--- src/rtl/asip_pkg.sv ---
// Shared ASIP front-end definitions: address width, reset PC and sequencer states.
// Pure declarations; no logic, no latency, no flow control.
package asip_pkg;

    localparam int              ADDR_W   = 10;
    localparam logic [ADDR_W-1:0] RESET_PC = '0;

    typedef enum logic [1:0] {
        BOOT  = 2'd0,
        RUN   = 2'd1,
        FLUSH = 2'd2,
        HALT  = 2'd3
    } seq_state_t;

endpackage

--- src/rtl/sat_counter.sv ---
// Saturating up-counter for debug statistics; count updates one cycle after inc.
// No backpressure: inc is sampled every cycle, further increments at all-ones are dropped.
module sat_counter #(
    parameter int W = 8
) (
    input  logic         clk,
    input  logic         rst_n,
    input  logic         inc,
    output logic [W-1:0] count
);

    always_ff @(posedge clk or negedge rst_n) begin
        if (!rst_n) begin
            count <= '0;
        end else if (inc && (count != {W{1'b1}})) begin
            count <= count + W'(1);
        end
    end

endmodule

--- src/rtl/pc_branch_sequencer.sv ---
// PC sequencer: steps fetch address, redirects on taken branch with a timed flush, halt/resume.
// All outputs registered (1-cycle latency); stall freezes PC/fetch in RUN only, redirect overrides it.
module pc_branch_sequencer #(
    parameter int                ADDR_W       = asip_pkg::ADDR_W,
    parameter logic [ADDR_W-1:0] RESET_PC     = asip_pkg::RESET_PC,
    parameter int                FLUSH_CYCLES = 2,
    parameter int                CNT_W        = 8
) (
    input  logic              clk,
    input  logic              rst_n,
    input  logic              stall,
    input  logic              halt_req,
    input  logic              resume,
    input  logic              br_valid,
    input  logic              br_taken,
    input  logic [ADDR_W-1:0] br_target,
    output logic [ADDR_W-1:0] pc,
    output logic              fetch_en,
    output logic              flush,
    output logic              halted,
    output logic [CNT_W-1:0]  taken_cnt,
    output logic [CNT_W-1:0]  ntaken_cnt
);

    import asip_pkg::*;

    localparam int FC_W = (FLUSH_CYCLES < 2) ? 1 : $clog2(FLUSH_CYCLES + 1);

    seq_state_t        r_state;
    logic [FC_W-1:0]   r_fcnt;
    logic              r_halt_pend;

    seq_state_t        w_state_nxt;
    logic [ADDR_W-1:0] w_pc_nxt;
    logic              w_fetch_nxt;
    logic              w_flush_nxt;
    logic              w_halted_nxt;
    logic [FC_W-1:0]   w_fcnt_nxt;
    logic              w_halt_pend_nxt;
    logic              w_inc_taken;
    logic              w_inc_ntaken;

    always_comb begin
        w_state_nxt     = r_state;
        w_pc_nxt        = pc;
        w_fetch_nxt     = 1'b0;
        w_flush_nxt     = 1'b0;
        w_halted_nxt    = 1'b0;
        w_fcnt_nxt      = r_fcnt;
        w_halt_pend_nxt = r_halt_pend;
        w_inc_taken     = 1'b0;
        w_inc_ntaken    = 1'b0;

        case (r_state)
            BOOT: begin
                w_state_nxt = RUN;
                w_fetch_nxt = 1'b1;
            end
            RUN: begin
                if (br_valid && br_taken) begin
                    w_state_nxt     = FLUSH;
                    w_pc_nxt        = br_target;
                    w_flush_nxt     = 1'b1;
                    w_fcnt_nxt      = FC_W'(FLUSH_CYCLES);
                    w_halt_pend_nxt = halt_req;
                    w_inc_taken     = 1'b1;
                end else begin
                    w_inc_ntaken = br_valid;
                    if (halt_req) begin
                        w_state_nxt  = HALT;
                        w_halted_nxt = 1'b1;
                    end else begin
                        w_fetch_nxt = !stall;
                        if (!stall) begin
                            w_pc_nxt = pc + ADDR_W'(1);
                        end
                    end
                end
            end
            FLUSH: begin
                w_fcnt_nxt = r_fcnt - FC_W'(1);
                // A halt requested alongside the redirect is held until the window closes.
                if (r_fcnt <= FC_W'(1)) begin
                    w_halt_pend_nxt = 1'b0;
                    if (halt_req || r_halt_pend) begin
                        w_state_nxt  = HALT;
                        w_halted_nxt = 1'b1;
                    end else begin
                        w_state_nxt = RUN;
                        w_fetch_nxt = 1'b1;
                    end
                end else begin
                    w_flush_nxt = 1'b1;
                end
            end
            HALT: begin
                w_halted_nxt = 1'b1;
                if (resume && !halt_req) begin
                    w_state_nxt  = RUN;
                    w_halted_nxt = 1'b0;
                    w_fetch_nxt  = 1'b1;
                end
            end
            default: begin
                w_state_nxt = BOOT;
            end
        endcase
    end

    always_ff @(posedge clk or negedge rst_n) begin
        if (!rst_n) begin
            r_state     <= BOOT;
            pc          <= RESET_PC;
            fetch_en    <= 1'b0;
            flush       <= 1'b0;
            halted      <= 1'b0;
            r_fcnt      <= '0;
            r_halt_pend <= 1'b0;
        end else begin
            r_state     <= w_state_nxt;
            pc          <= w_pc_nxt;
            fetch_en    <= w_fetch_nxt;
            flush       <= w_flush_nxt;
            halted      <= w_halted_nxt;
            r_fcnt      <= w_fcnt_nxt;
            r_halt_pend <= w_halt_pend_nxt;
        end
    end

    sat_counter #(.W(CNT_W)) u_taken_cnt (
        .clk   (clk),
        .rst_n (rst_n),
        .inc   (w_inc_taken),
        .count (taken_cnt)
    );

    sat_counter #(.W(CNT_W)) u_ntaken_cnt (
        .clk   (clk),
        .rst_n (rst_n),
        .inc   (w_inc_ntaken),
        .count (ntaken_cnt)
    );

endmodule
--- config.mk ---
export PLATFORM = sky130hd
export DESIGN_NAME = pc_branch_sequencer
export DESIGN_NICKNAME = d
export VERILOG_FILES = /design/src/rtl/asip_pkg.sv /design/src/rtl/sat_counter.sv /design/src/rtl/pc_branch_sequencer.sv
export SDC_FILE = /design/constraint.sdc
export NUM_CORES = 1
export LEC_CHECK = 0
export CAP_MARGIN = 0
export CORE_MARGIN = 5
export CORE_UTILIZATION = 45
export CTS_BUF_LIST = sky130_fd_sc_hd__clkbuf_16
export CTS_CLUSTER_DIAMETER = 200
export CTS_CLUSTER_SIZE = 14
export DETAILED_ROUTE_END_ITERATION = 6
export PLACE_DENSITY = 0.78
export SYNTH_ARGS = -nofsm -noshare
export SYNTH_HDL_FRONTEND = slang
export SYNTH_HIERARCHICAL = 1
export SYNTH_SLANG_ARGS = --single-unit
--- constraint.sdc ---
create_clock -name clk -period 2.2 [get_ports clk]
set_clock_uncertainty 0.1 [all_clocks]
set_input_delay 0.44 -clock clk [delete_from_list [all_inputs] [get_ports clk]]
set_output_delay 0.44 -clock clk [all_outputs]
set_load 0.05 [all_outputs]
**Yosys cells after proc, flatten, opt, wreduce, memory -nomap -nowiden**

Cells that the tools add are included.

- Add/sub/neg operators: 4
- $lt $le $gt $ge: 1
- Equal/unequal tests: 11
- Multiplexer cells: 32
- Reductions and logical operators: 13

Operators with widths:

| cell | number |
|---|---|
| two-way mux 10 bit | 3 |
| two-way mux 1 bit | 17 |
| adder 8 x 1 -> 8 bit (second input constant) | 2 |
| != test 8 bit (second input constant) | 2 |
| two-way mux 2 bit | 6 |
| adder 10 x 1 -> 10 bit (second input constant) | 1 |
| AND reduction 3 bit | 3 |
| case mux 2 bit (4 select lines) | 1 |
| != test 2 bit (second input constant) | 3 |
| equality test 2 bit (second input constant) | 2 |
| logical AND 1 bit | 4 |
| != test 2 x 1 -> 1 bit (second input constant) | 2 |
| case mux 1 bit (2 select lines) | 2 |
| case mux 1 bit (4 select lines) | 1 |
| case mux 2 bit (2 select lines) | 1 |
| != test 3 bit (second input constant) | 1 |
| case mux 1 bit (3 select lines) | 1 |
| equality test 2 x 1 -> 1 bit (second input constant) | 1 |
| <= comparator 2 x 1 -> 1 bit (second input constant) | 1 |
| zero test 1 bit | 2 |
| zero test 2 bit | 1 |
| AND reduction 2 bit | 1 |
| nonzero test 2 bit | 1 |
| subtractor 2 x 1 -> 2 bit (second input constant) | 1 |
| logical OR 1 bit | 1 |

- Bits in registers: 34
- Input bits: 17
- Logic and storage cells: 70

**Longest topological paths before layout**

- Depth after elaboration: 4
- Mapped depth: 9

**Modules after synthesis**

Netlist, hierarchy kept.

By module, submodules not included:

| module | times used | cells an instance | area an instance (sq um) |
|---|---|---|---|
| pc_branch_sequencer | 1 | 122 | 1156.1 |
| sat_counter | 2 | 34 | 407.9 |

**Least setup slack after synthesis**

OpenSTA, ideal clock, no wires.

- Path kind: register to register
- From: reg pc[0]
- To: reg pc[8]
- Setup time: 0.124 ns
- Arrival: 1.949 ns
- Slack: 0.027 ns
- Cell stages (with the launch flop): 7
- Path buffers: 1
- Period minus slack after synthesis: 2.173 ns
- Path through: dfrtp_1 > ha_1 > or3b_4 > buf_6 > or2_4 > o32ai_4 > a21oi_2

- Cells in the longest elaborated chain, start to end: 4

Ends and longest elaborated chain:

| what | RTL line | text |
|---|---|---|
| start, declared | pc_branch_sequencer.sv:17 | `output logic [ADDR_W-1:0] pc,` |
| start signal, assigned | pc_branch_sequencer.sv:121 | `pc <= w_pc_nxt;` |
| adder 10 x 1 -> 10 bit | pc_branch_sequencer.sv:75 | `w_pc_nxt = pc + ADDR_W'(1);` |
| two-way mux 10 bit | pc_branch_sequencer.sv:74 | `if (!stall) begin` |
| two-way mux 10 bit | pc_branch_sequencer.sv:69 | `if (halt_req) begin` |
| two-way mux 10 bit | pc_branch_sequencer.sv:60 | `if (br_valid && br_taken) begin` |

No other way between the ends. The select of a mux whose other input is x is not followed.
A chain may end at the register's enable or synchronous reset.

**Final worst setup path**

- From: reg u_taken_cnt.count[7]
- To: out taken_cnt[7]

RTL lines:

| what | RTL line | text |
|---|---|---|
| start, declared | sat_counter.sv:9 | `output logic [W-1:0] count` |
| start signal, assigned | sat_counter.sv:16 | `count <= count + W'(1);` |
| end, declared | pc_branch_sequencer.sv:21 | `output logic [CNT_W-1:0] taken_cnt,` |

No word-level cell between the ends.

==> impl_metrics.env <==
export IMPL_status="finished, final reports clean"
export IMPL_worst_path_max_fanout=7
export IMPL_drc_errors=0
export IMPL_setup_viol_count_final=0
export IMPL_rsz0062_at_grt="false"
export IMPL_synth_seq_cells=34
export IMPL_worst_r2r_startpoint="r_state[1]"
export IMPL_hp_start="r_fcnt[0]"
export IMPL_synth_edf_count=0
export IMPL_min_delay_path_class="reg2reg"
export IMPL_regToRegEndpoint="u_ntaken_cnt/count[5]"
export IMPL_fp_row_count=24
export IMPL_nNetsFinal=277
export IMPL_hold_path_endpoint="r_fcnt[0]"
export IMPL_final_common_cell="sky130_fd_sc_hd__clkdlybuf4s50_1"
export IMPL_critPathArrivalTime_ps=1590
export IMPL_slack_of_the_worst_reg_to_reg_path_ps=340
export IMPL_fp_coreArea_um2=4290
export IMPL_ys_top_cells_by_area="sky130_fd_sc_hd__dfrtp_1 (43%), sky130_fd_sc_hd__ha_1 (5.1%), sky130_fd_sc_hd__a21oi_1 (4.1%)"
export IMPL_number_of_instances_on_the_worst_hold_path=2
export IMPL_grt_start_max_net_pins=35
export IMPL_wire_length_reported_by_the_detailed_router_um=4400
export IMPL_worstMarginPinSlew_ps=509
export IMPL_cellLeakagePower_nw=1.15
export IMPL_htreeDepth=2
export IMPL_cp_num_buf_inv=1
export IMPL_max_stage_delay_ps=850
export IMPL_post_route_cells_drive_above_1_share_pct=17.4
export IMPL_flow_area_growth_from_synthesis_pct=36.0
export IMPL_wl_per_cell_um=14.4
export IMPL_max_vdd_ir_drop_mv=0.785
export IMPL_portBuffers=45
export IMPL_grt_first_pass_wirelength_um=7320
export IMPL_grt_util_all_layers_pct=15.3
export IMPL_maximum_count_of_clock_buffers_along_a_single_path=2
export IMPL_postSynth_topFlopCell="sky130_fd_sc_hd__dfrtp_1"
export IMPL_ios=46
export IMPL_critPathTopFamily="buffers and inverters"
export IMPL_globalRoute_totalOverflow=0
export IMPL_die_height_um=76.2
export IMPL_root_buffer="sky130_fd_sc_hd__clkbuf_16"
export IMPL_p_per_area_nw_per_um2=1440
export IMPL_netlist_top_cell_by_area="sky130_fd_sc_hd__dfrtp_1"
export IMPL_fp_dieArea_um2=5810
export IMPL_cts_clk_slew_worst_paths_ps=50
export IMPL_final_hold_violation_count=0
export IMPL_yosysSeqAreaShare_pct=43.1
export IMPL_synth_top_area_share_pct=43.1
export IMPL_synth_distinct_cells=52
export IMPL_finalSetupTns_ps=0
export IMPL_maxSlewHeadroom_pct=66.0
export IMPL_synth_warning_count=6
export IMPL_async_flop_share_pct=100
export IMPL_mostFrequentLayoutCells="sky130_fd_sc_hd__clkdlybuf4s50_1 (42), sky130_fd_sc_hd__dfrtp_1 (34), sky130_fd_sc_hd__buf_4 (18)"
export IMPL_report_final_slew_viol_count=0
export IMPL_syn_nets=215
export IMPL_initial_core_util_pct=45.9
export IMPL_vias=1713
export IMPL_fmax_mhz=470
export IMPL_clock_sinks=34
export IMPL_placed_area_um2=2540
export IMPL_antenna_diode_count=0
export IMPL_maxCapViolCount=0
export IMPL_post_cts_setup_buffers=0
export IMPL_grt_pass1_vias=1569
export IMPL_detail_route_first_pass_iterations=4
export IMPL_worst_r2r_cell_count=7
export IMPL_crit_slowest_cell="sky130_fd_sc_hd__clkdlybuf4s50_1"
export IMPL_crit_chain="clkdlybuf4s50_1"
export IMPL_synthesis_instances=190
export IMPL_antenna_found_initial=0
export IMPL_ant_nets=0
export IMPL_insertion_delay_ps=280
export IMPL_critical_path_required_time_ps=1660
export IMPL_post_dp_hpwl_um=3380
export IMPL_critical_path_class="reg2out"
export IMPL_post_route_min_period_ps=2130
export IMPL_cell_area_after_technology_mapping_um2=1970
export IMPL_timing_critical_path_to_type="output port"
export IMPL_critical_path_source_type="register"
export IMPL_vias_per_cell=5.62
export IMPL_first_iter_violations=94
export IMPL_clock_tree_from_tritoncts="done"
export IMPL_place_congestion=0.807
export IMPL_die_w_um=76.2
export IMPL_post_route_period_util_pct=96.6
export IMPL_fin_area_um2=2680
export IMPL_cts_buffers=5
export IMPL_postSynthAreaPerCell_um2=10.4
synth_stat cells, types with 3 or more instances:
master,n
sky130_fd_sc_hd__nand4_1,4
sky130_fd_sc_hd__inv_1,7
sky130_fd_sc_hd__a31oi_1,4
sky130_fd_sc_hd__a2bb2oi_1,3
sky130_fd_sc_hd__dfrtp_1,34
sky130_fd_sc_hd__a41oi_1,4
sky130_fd_sc_hd__o21a_1,3
sky130_fd_sc_hd__o211ai_1,4
sky130_fd_sc_hd__ha_1,8
sky130_fd_sc_hd__a21oi_1,16
sky130_fd_sc_hd__nand2_1,16
sky130_fd_sc_hd__nand3_1,11
sky130_fd_sc_hd__o21ai_0,6
sky130_fd_sc_hd__a21boi_0,4
sky130_fd_sc_hd__o22ai_1,4
sky130_fd_sc_hd__nand2b_1,3
sky130_fd_sc_hd__nor2_1,9
sky130_fd_sc_hd__buf_6,3
worst register-to-register path, stage by stage (launching register included):
cell	delay, ps
sky130_fd_sc_hd__dfrtp_1	390
sky130_fd_sc_hd__inv_1	100
sky130_fd_sc_hd__ha_1	230
sky130_fd_sc_hd__nand2_1	70
sky130_fd_sc_hd__nor2_1	200
sky130_fd_sc_hd__and4_4	260
sky130_fd_sc_hd__nand3_2	80
sky130_fd_sc_hd__mux2_4	300
layout make-up:
class,count,area [um^2]
Clock buffer,5,125
Sequential cell,34,851
Tap cell,52,65.1
Fill cell,373,1610
Multi-Input combinational cell,143,1030
Timing Repair Buffer,61,568
Inverter,7,26.3
Clock inverter,3,16.3
how the worst max path moves through the flow:
| stage | start | to | slack, ps | depth (start not counted) |
|---|---|---|---|---|
| 2_1_floorplan | pc[0] | pc[8] | 30 | 6 |
| 3_3_place_gp | halt_req | pc[8] | 40 | 5 |
| 3_5_place_dp | halt_req | pc[8] | 1 | 5 |
| 4_1_cts | u_ntaken_cnt/count[7] | ntaken_cnt[7] | 30 | 1 |
| 5_1_grt | u_taken_cnt/count[7] | taken_cnt[7] | 10 | 1 |
| 6_report | u_taken_cnt/count[7] | taken_cnt[7] | 70 | 1 |
flip-flops by register name, summed over array words and instances, names as in the netlist:
signal	cells
u_ntaken_cnt/count	8
r_state	2
r_fcnt	2
r_halt_pend	1
halted	1
flush	1
pc	10
fetch_en	1
u_taken_cnt/count	8
cell families after synthesis:
logic type               count (synthesis)  synth area share [%]
multiplexers                             5                  3.17
adder cells (fa/ha/maj)                  8                  5.08
AND/OR/NAND/NOR                         60                  17.3
buffers and inverters                   13                  4.63
flip-flops                              34                  43.1
AO/OA/AOI/OAI                           66                  24.9
XOR/XNOR                                 4                  1.78
layer usage:
| metal | share of wire [%] | track usage [%] | routed length (um) | up-vias |
|---|---|---|---|---|
| li1 | - | - | - | 843 |
| met1 | 45 | 19.4 | 1970 | 822 |
| met3 | 5.3 | 5.08 | 232 | 7 |
| met4 | 1.3 | 5.07 | 59 | 0 |
| met2 | 49 | 24.4 | 2140 | 41 |
| met5 | 0 | 0 | 0 | - |
through the flow:
step / cells / utilization (%) / setup WS [ps] / total power, mW / hold WS [ps]
6_report: 305 / 62.4 / 74.1 / 3.87 / 410
5_1_grt: 305 / 62.4 / 11.2 / 4.09 / 457
4_1_cts: 305 / 62.4 / 34.4 / 3.90 / 416
3_5_place_dp: 297 / 59.1 / 1.16 / 3.21 / 404
3_3_place_gp: 297 / 59.1 / 42.7 / 3.17 / 398
2_1_floorplan: 190 / - / 27.3 / 2.56 / 44.4
report_power, final:
group          total [mW]  internal, mW  switching, mW  leakage, nW
clock network       0.669         0.412          0.257       0.0672
registers            1.14         0.868          0.276        0.415
logic                2.05         0.777           1.28        0.667
repair_timing:
action                     CTS  global route
setup endpoints to repair    0             1
hold endpoints to repair     0             0
gates resized for setup      0             1
hold buffers                 0             0
No activity file was read; power rests on OpenSTA's default activity.
